File: config.mk
export PLATFORM = sky130hd
export DESIGN_NAME = branch_pc_unit_flat
export DESIGN_NICKNAME = d
export VERILOG_FILES = /design/src/rtl/branch_pc_unit_pkg.sv /design/src/rtl/branch_pc_unit_if.sv /design/src/rtl/branch_pc_unit_branch_target.sv /design/src/rtl/branch_pc_unit.sv /design/src/flat_wrapper.sv
export SDC_FILE = /design/constraint.sdc
export NUM_CORES = 1
export LEC_CHECK = 0
export BUFFER_PORTS_ARGS = -buffer_cell sky130_fd_sc_hd__buf_2
export CAP_MARGIN = 10
export CORE_UTILIZATION = 50
export DETAILED_ROUTE_END_ITERATION = 8
export GPL_TIMING_DRIVEN = 0
export PLACE_DENSITY = 0.76
export SLEW_MARGIN = 20
export SYNTH_ARGS = -nofsm -noshare
export SYNTH_HDL_FRONTEND = slang
export SYNTH_HIERARCHICAL = 1
export SYNTH_SLANG_ARGS = --single-unit
export TNS_END_PERCENT = 100
File: constraint.sdc
create_clock -name clk -period 5.3 [get_ports clk]
set_input_delay 0.53 -clock clk [delete_from_list [all_inputs] [get_ports clk]]
set_output_delay 0.53 -clock clk [all_outputs]
set_load 0.05 [all_outputs]
File: src/rtl/branch_pc_unit_pkg.sv
// Shared definitions for the branch/PC unit: control-transfer encodings,
// fetch FSM state codes and reset defaults.
package branch_pc_unit_pkg;

   typedef enum logic [2:0] {
      BR_NONE = 3'd0,
      BR_BEQ  = 3'd1,
      BR_BNE  = 3'd2,
      BR_BGEZ = 3'd3,
      BR_BLTZ = 3'd4,
      BR_J    = 3'd5,
      BR_JAL  = 3'd6,
      BR_JR   = 3'd7
   } br_type_e;

   typedef enum logic {
      ST_RUN  = 1'b0,
      ST_PEND = 1'b1
   } pc_state_e;

   localparam logic [31:0] RESET_PC_DEFAULT = 32'h0000_3000;
   localparam logic [31:0] PC_STEP_DEFAULT  = 32'd4;
   localparam logic [31:0] INSTR_BYTES      = 32'd4;
   localparam logic [31:0] LINK_OFFSET      = 32'd8;

   // Word offset to byte offset, sign-extended to 32 bits.
   function automatic logic [31:0] sext_word_offset(input logic [15:0] imm);
      return {{14{imm[15]}}, imm, 2'b00};
   endfunction

endpackage

File: src/rtl/branch_pc_unit_if.sv
// Decode/fetch signal bundle between the pipeline and the branch/PC unit.
interface branch_pc_unit_if;
   logic        stall;
   logic        fetch_wait;
   logic        D_valid;
   logic [31:0] D_pc;
   logic [2:0]  br_type;
   logic [15:0] imm16;
   logic [25:0] instr_index;
   logic [31:0] ra_data;
   logic        equal;
   logic        gtzero;
   logic [31:0] F_pc;
   logic        D_taken;
   logic [31:0] link_pc;
   logic [31:0] br_count;
   logic [31:0] taken_count;

   modport master (
      output stall, fetch_wait, D_valid, D_pc, br_type, imm16, instr_index,
             ra_data, equal, gtzero,
      input  F_pc, D_taken, link_pc, br_count, taken_count
   );

   modport slave (
      input  stall, fetch_wait, D_valid, D_pc, br_type, imm16, instr_index,
             ra_data, equal, gtzero,
      output F_pc, D_taken, link_pc, br_count, taken_count
   );
endinterface

File: src/rtl/branch_pc_unit_branch_target.sv
// Combinational taken decision and target address for the decode-stage
// control transfer.
module branch_target
   import branch_pc_unit_pkg::*;
(
   input  logic [31:0] d_pc,
   input  logic [2:0]  br_type,
   input  logic [15:0] imm16,
   input  logic [25:0] instr_index,
   input  logic [31:0] ra_data,
   input  logic        equal,
   input  logic        gtzero,
   output logic        taken,
   output logic [31:0] target
);

   logic [31:0] pc_plus4;
   logic [31:0] branch_addr;
   logic [31:0] jump_addr;

   assign pc_plus4    = d_pc + INSTR_BYTES;
   assign branch_addr = pc_plus4 + sext_word_offset(imm16);
   assign jump_addr   = {pc_plus4[31:28], instr_index, 2'b00};

   always_comb begin
      taken  = 1'b0;
      target = branch_addr;
      case (br_type_e'(br_type))
         BR_BEQ:  taken = equal;
         BR_BNE:  taken = ~equal;
         BR_BGEZ: taken = gtzero;
         BR_BLTZ: taken = ~gtzero;
         BR_J, BR_JAL: begin
            taken  = 1'b1;
            target = jump_addr;
         end
         BR_JR: begin
            taken  = 1'b1;
            target = ra_data;
         end
         default: taken = 1'b0;
      endcase
   end

endmodule

File: src/rtl/branch_pc_unit.sv
// Fetch PC sequencer: redirects on taken decode-stage transfers, parks a
// redirect while instruction memory is busy, and counts resolved transfers.
module branch_pc_unit
   import branch_pc_unit_pkg::*;
#(
   parameter logic [31:0] RESET_PC = RESET_PC_DEFAULT,
   parameter logic [31:0] PC_STEP  = PC_STEP_DEFAULT
) (
   input  logic              clk,
   input  logic              reset,
   branch_pc_unit_if.slave   bus
);

   pc_state_e   state_reg, state_next;
   logic [31:0] f_pc_reg, f_pc_next;
   logic [31:0] pend_target_reg, pend_target_next;

   logic        resolve;
   logic        raw_taken;
   logic        d_taken;
   logic [31:0] target;
   logic [1:0]  cnt_inc;

   branch_target u_branch_target (
      .d_pc        (bus.D_pc),
      .br_type     (bus.br_type),
      .imm16       (bus.imm16),
      .instr_index (bus.instr_index),
      .ra_data     (bus.ra_data),
      .equal       (bus.equal),
      .gtzero      (bus.gtzero),
      .taken       (raw_taken),
      .target      (target)
   );

   assign resolve = bus.D_valid & ~bus.stall;
   assign d_taken = resolve & raw_taken;

   assign bus.D_taken = d_taken;
   assign bus.link_pc = bus.D_pc + LINK_OFFSET;
   assign bus.F_pc    = f_pc_reg;

   always_ff @(posedge clk) begin
      if (reset) begin
         state_reg       <= ST_RUN;
         f_pc_reg        <= RESET_PC;
         pend_target_reg <= '0;
      end else begin
         state_reg       <= state_next;
         f_pc_reg        <= f_pc_next;
         pend_target_reg <= pend_target_next;
      end
   end

   always_comb begin
      state_next       = state_reg;
      f_pc_next        = f_pc_reg;
      pend_target_next = pend_target_reg;
      case (state_reg)
         ST_RUN: begin
            if (!bus.stall) begin
               if (!bus.fetch_wait) begin
                  f_pc_next = d_taken ? target : f_pc_reg + PC_STEP;
               end else if (d_taken) begin
                  pend_target_next = target;
                  state_next       = ST_PEND;
               end
            end
         end
         ST_PEND: begin
            // A taken transfer seen here sits in the delay slot of the
            // parked redirect and must not replace it.
            if (!bus.stall && !bus.fetch_wait) begin
               f_pc_next  = pend_target_reg;
               state_next = ST_RUN;
            end
         end
         default: state_next = ST_RUN;
      endcase
   end

   assign cnt_inc[0] = resolve && (br_type_e'(bus.br_type) != BR_NONE);
   assign cnt_inc[1] = d_taken;

   for (genvar gi = 0; gi < 2; gi++) begin : g_cnt
      logic [31:0] cnt_reg;
      always_ff @(posedge clk) begin
         if (reset) begin
            cnt_reg <= '0;
         end else if (cnt_inc[gi]) begin
            cnt_reg <= cnt_reg + 32'd1;
         end
      end
   end

   assign bus.br_count    = g_cnt[0].cnt_reg;
   assign bus.taken_count = g_cnt[1].cnt_reg;

endmodule

File: src/flat_wrapper.sv
// flat-port wrapper written by rule: the top's interface ports become plain ports
module branch_pc_unit_flat import branch_pc_unit_pkg::*;
#(
   parameter logic [31:0] RESET_PC = RESET_PC_DEFAULT,
   parameter logic [31:0] PC_STEP  = PC_STEP_DEFAULT
)
  (clk, reset, bus_stall, bus_fetch_wait, bus_D_valid, bus_D_pc, bus_br_type, bus_imm16, bus_instr_index, bus_ra_data, bus_equal, bus_gtzero, bus_F_pc, bus_D_taken, bus_link_pc, bus_br_count, bus_taken_count);
  branch_pc_unit_if bus_i ();
  input  logic clk;
  input  logic reset;
  input wire logic [$bits(bus_i.stall)-1:0] bus_stall;
  input wire logic [$bits(bus_i.fetch_wait)-1:0] bus_fetch_wait;
  input wire logic [$bits(bus_i.D_valid)-1:0] bus_D_valid;
  input wire logic [$bits(bus_i.D_pc)-1:0] bus_D_pc;
  input wire logic [$bits(bus_i.br_type)-1:0] bus_br_type;
  input wire logic [$bits(bus_i.imm16)-1:0] bus_imm16;
  input wire logic [$bits(bus_i.instr_index)-1:0] bus_instr_index;
  input wire logic [$bits(bus_i.ra_data)-1:0] bus_ra_data;
  input wire logic [$bits(bus_i.equal)-1:0] bus_equal;
  input wire logic [$bits(bus_i.gtzero)-1:0] bus_gtzero;
  output wire logic [$bits(bus_i.F_pc)-1:0] bus_F_pc;
  output wire logic [$bits(bus_i.D_taken)-1:0] bus_D_taken;
  output wire logic [$bits(bus_i.link_pc)-1:0] bus_link_pc;
  output wire logic [$bits(bus_i.br_count)-1:0] bus_br_count;
  output wire logic [$bits(bus_i.taken_count)-1:0] bus_taken_count;
  assign bus_i.stall = bus_stall;
  assign bus_i.fetch_wait = bus_fetch_wait;
  assign bus_i.D_valid = bus_D_valid;
  assign bus_i.D_pc = bus_D_pc;
  assign bus_i.br_type = bus_br_type;
  assign bus_i.imm16 = bus_imm16;
  assign bus_i.instr_index = bus_instr_index;
  assign bus_i.ra_data = bus_ra_data;
  assign bus_i.equal = bus_equal;
  assign bus_i.gtzero = bus_gtzero;
  assign bus_F_pc = bus_i.F_pc;
  assign bus_D_taken = bus_i.D_taken;
  assign bus_link_pc = bus_i.link_pc;
  assign bus_br_count = bus_i.br_count;
  assign bus_taken_count = bus_i.taken_count;
  branch_pc_unit #(.RESET_PC(RESET_PC), .PC_STEP(PC_STEP)) u_core (.clk(clk), .reset(reset), .bus(bus_i));
endmodule
==> impl_metrics.ini <==
[drt]
via_count = 10837
dr.pass1.iters = 6
ant_nets = 0
drt_iter0_drc = 1050
drc = 0
wirelength_um = 31400
vias_per_cell = 5.99
wl_per_cell_um = 17.4

[synthesis]
synthCells = 1299
synth_compound_area_share_pct = 19.8
synth_edf_count = 0
yosysWarningCount = 6
synth_area_um2 = 9560
ys_seq_elements = 129
yosysSeqAreaShare_pct = 27.0
avgSynthCellArea_um2 = 7.36
synth_top_family_by_area = simple AND/OR/NAND/NOR gates
synthFlopType = dfxtp_1
synth.net_count = 1451
synthArstFlopShare_pct = 0
synth-simple-area-share_pct = 29.6
ys_types = 75
yosys.area_share.adder_pct = 4.79
synthXorXnorAreaFrac_pct = 13.5
muxShareOfSynthArea_pct = 0.877

[setup_path]
cp-start-kind = input pin
slowest_delay_ns = 0.54
critical_path_buf_inv_count = 2
path_cells = buf_2 > ha_1 > nand4_1 > nor2_1 > nand2_1 > inv_1 > nand2_1 > xnor2_1 > ha_1 > a21o_1 > o21bai_1 > or3b_1 > nor4_1 > o31ai_1 > o21ai_1 > xor2_1 > o21ai_0 > o31ai_1 > a21oi_1 > and3b_1
worst_path_max_delay_cell = nor4_1
critPathTopFamily = simple AND/OR/NAND/NOR gates
cp_max_fo = 7
r2r_start = u_core/bus.F_pc[2]
crit_type = in -> reg
required_ns = 5.61
end_kind = flip-flop
cp.arrival_ns = 5.21
startpoint = bus_D_pc[3]

[global_route]
grt_pass1_vias = 9702
overflow = 0
grt_pass1_wl_um = 49800
grt_max_degree = 17
gr-usage-all-layers_pct = 31.6
antenna_found_initial = 5

[clock_network]
cts_resized = 0
ctsRootBufferMaster = clkbuf_16
clk_pin_slew_ns = 0.06
clockBufferDepth = 2
cts_sinks = 129
htree_levels = 4
post_cts_buffers = 0
numCtsBuffers = 17
cts_tree = built
clock_latency_ns = 0.43
ctsHoldBuffers = 0

[floorplanning]
initial_core_util_pct = 51.1
row_count = 50
die_y_um = 140
die_x_um = 140
num_io_pins = 245
die_area_um2 = 19700
core_region_area_um2 = 18700

[timing]
fmaxAchievable_mhz = 204
slew_headroom_pct = 20.4
fin_crit_ns = 4.90
slew_violations = 0
holdWs_ns = 0.450
rsz0062_at_grt = false
worst_pin_slew_ns = 1.18
hold_viol = 0
fin_setup_tns_ns = 0
finalCritPeriodShare_pct = 92.4
final-setup-viol-count = 0
skew_ns = 0.0121

[status]
outcome = completed

[power_and_ir_drop]
p_leak_uw = 0.00476
ir_worst_vdd_v = 0.000145
power_density_nw_per_um2 = 240

[cells_and_area]
layout-drive-gt1-share_pct = 19.6
final_common_cell = buf_2
fin_nets = 1713
areaGrowthSynthToFinish_pct = 21.6
final_cell_mix = buf_2 (251), nand2_1 (164), nor2_1 (131)

[placed_design]
hpwl_um = 24500
io_buffers = 243
routabilityCongestion = 0.906

[job]
maxCapViolCount = 0

[hold_path]
min_path_type = reg -> reg
hp-start = u_core/pend_target_reg[29]
-- stage by stage --
stage	total power [uW]	utilization (%)	worst slack, ns	instance area [um2]	std cells
after global routing	2900	62.2	0.223	11600	1809
after CTS	2790	62.1	0.575	11600	1807
after floorplan	1500	-	1.12	9560	1299
final	2790	62.2	0.404	11600	1809
after global placement	1710	59.2	0.185	11100	1776
after detailed placement	1720	59.2	0.170	11100	1776
-- area by class of cell --
class / instances / area [um2]
fillers: 1745 / 7080
clock inverters: 13 / 106
inverters: 27 / 101
diodes: 2 / 5.00
repair buffers: 243 / 1220
clock buffers: 18 / 439
flip-flops and latches: 129 / 2580
multi-input cells: 1063 / 6560
well taps: 234 / 293
plain buffers: 80 / 324
-- worst register-to-register path: stages, from the launching register on --
cell and delay (ns):
dfxtp_1 0.49, ha_1 0.29, nand3_2 0.19, or4_1 0.59
clkbuf_1 0.22, o31ai_1 0.25, a21oi_1 0.10, a311oi_1 0.28
-- routing by layer --
metal	wire, um	share of wire (%)	track usage (%)
met2	14400	46	51.1
met3	2890	9.2	6.67
met1	13200	42	40.9
met4	943	3.0	12.5
met5	10	0.032	0
-- path summary, 6_finish.rpt --
| kind | endpoint | slack [ns] | cells after the start |
|---|---|---|---|
| max | u_core/bus.F_pc[29] | 0.40 | 20 |
| min | u_core/pend_target_reg[29] | 0.45 | 2 |
| max reg2reg | u_core/bus.F_pc[30] | 2.79 | 7 |
| min reg2reg | u_core/pend_target_reg[29] | 0.45 | 2 |
-- cell usage after synthesis (all sizes together) (4+ instances only) --
| master | count | area, um2 |
|---|---|---|
| nor2 | 131 | 492 |
| a22oi | 20 | 150 |
| a22o | 14 | 123 |
| xor2 | 71 | 622 |
| and4 | 13 | 116 |
| clkbuf | 65 | 246 |
| a311oi | 5 | 43.8 |
| a211o | 4 | 35.0 |
| o31ai | 9 | 67.6 |
| a31oi | 9 | 56.3 |
| mux2i | 5 | 50.1 |
| a21o | 19 | 143 |
| or4 | 6 | 46.3 |
| a221oi | 5 | 43.8 |
| nor2b | 5 | 31.3 |
| a21oi | 98 | 490 |
| nand2b | 11 | 68.8 |
| inv | 27 | 101 |
| a211oi | 21 | 163 |
| nand3 | 64 | 338 |
| and3 | 31 | 195 |
| nor4 | 22 | 156 |
| dfxtp | 129 | 2580 |
| buf | 15 | 77.6 |
| xnor2 | 76 | 666 |
| or2 | 8 | 50.1 |
| a21boi | 4 | 30.0 |
| nor3 | 43 | 215 |
| o21ai | 66 | 330 |
| o22ai | 6 | 37.5 |
| ha | 35 | 438 |
| nand2 | 164 | 616 |
| or3 | 7 | 48.8 |
| and2 | 10 | 62.6 |
| nand4 | 46 | 309 |
-- kinds of logic (layout without fill, tap and decap cells) --
| group | Yosys count | in the layout |
|---|---|---|
| xor gates and xnor gates | 147 | 147 |
| muxes | 8 | 8 |
| buffers and inverters | 107 | 381 |
| AOI/OAI and AO/OA | 301 | 301 |
| adders and majority gates | 36 | 36 |
| and+or+nand+nor | 571 | 571 |
| DFF | 129 | 129 |
| other | 0 | 2 |
-- power by group --
part	total, uW	leakage (uW)	internal [uW]	switching [uW]
logic	700	0.00345	236	465
clock network	1080	0.000260	614	465
registers	1020	0.00104	991	24.5
Power figures use the tool's default switching activity.
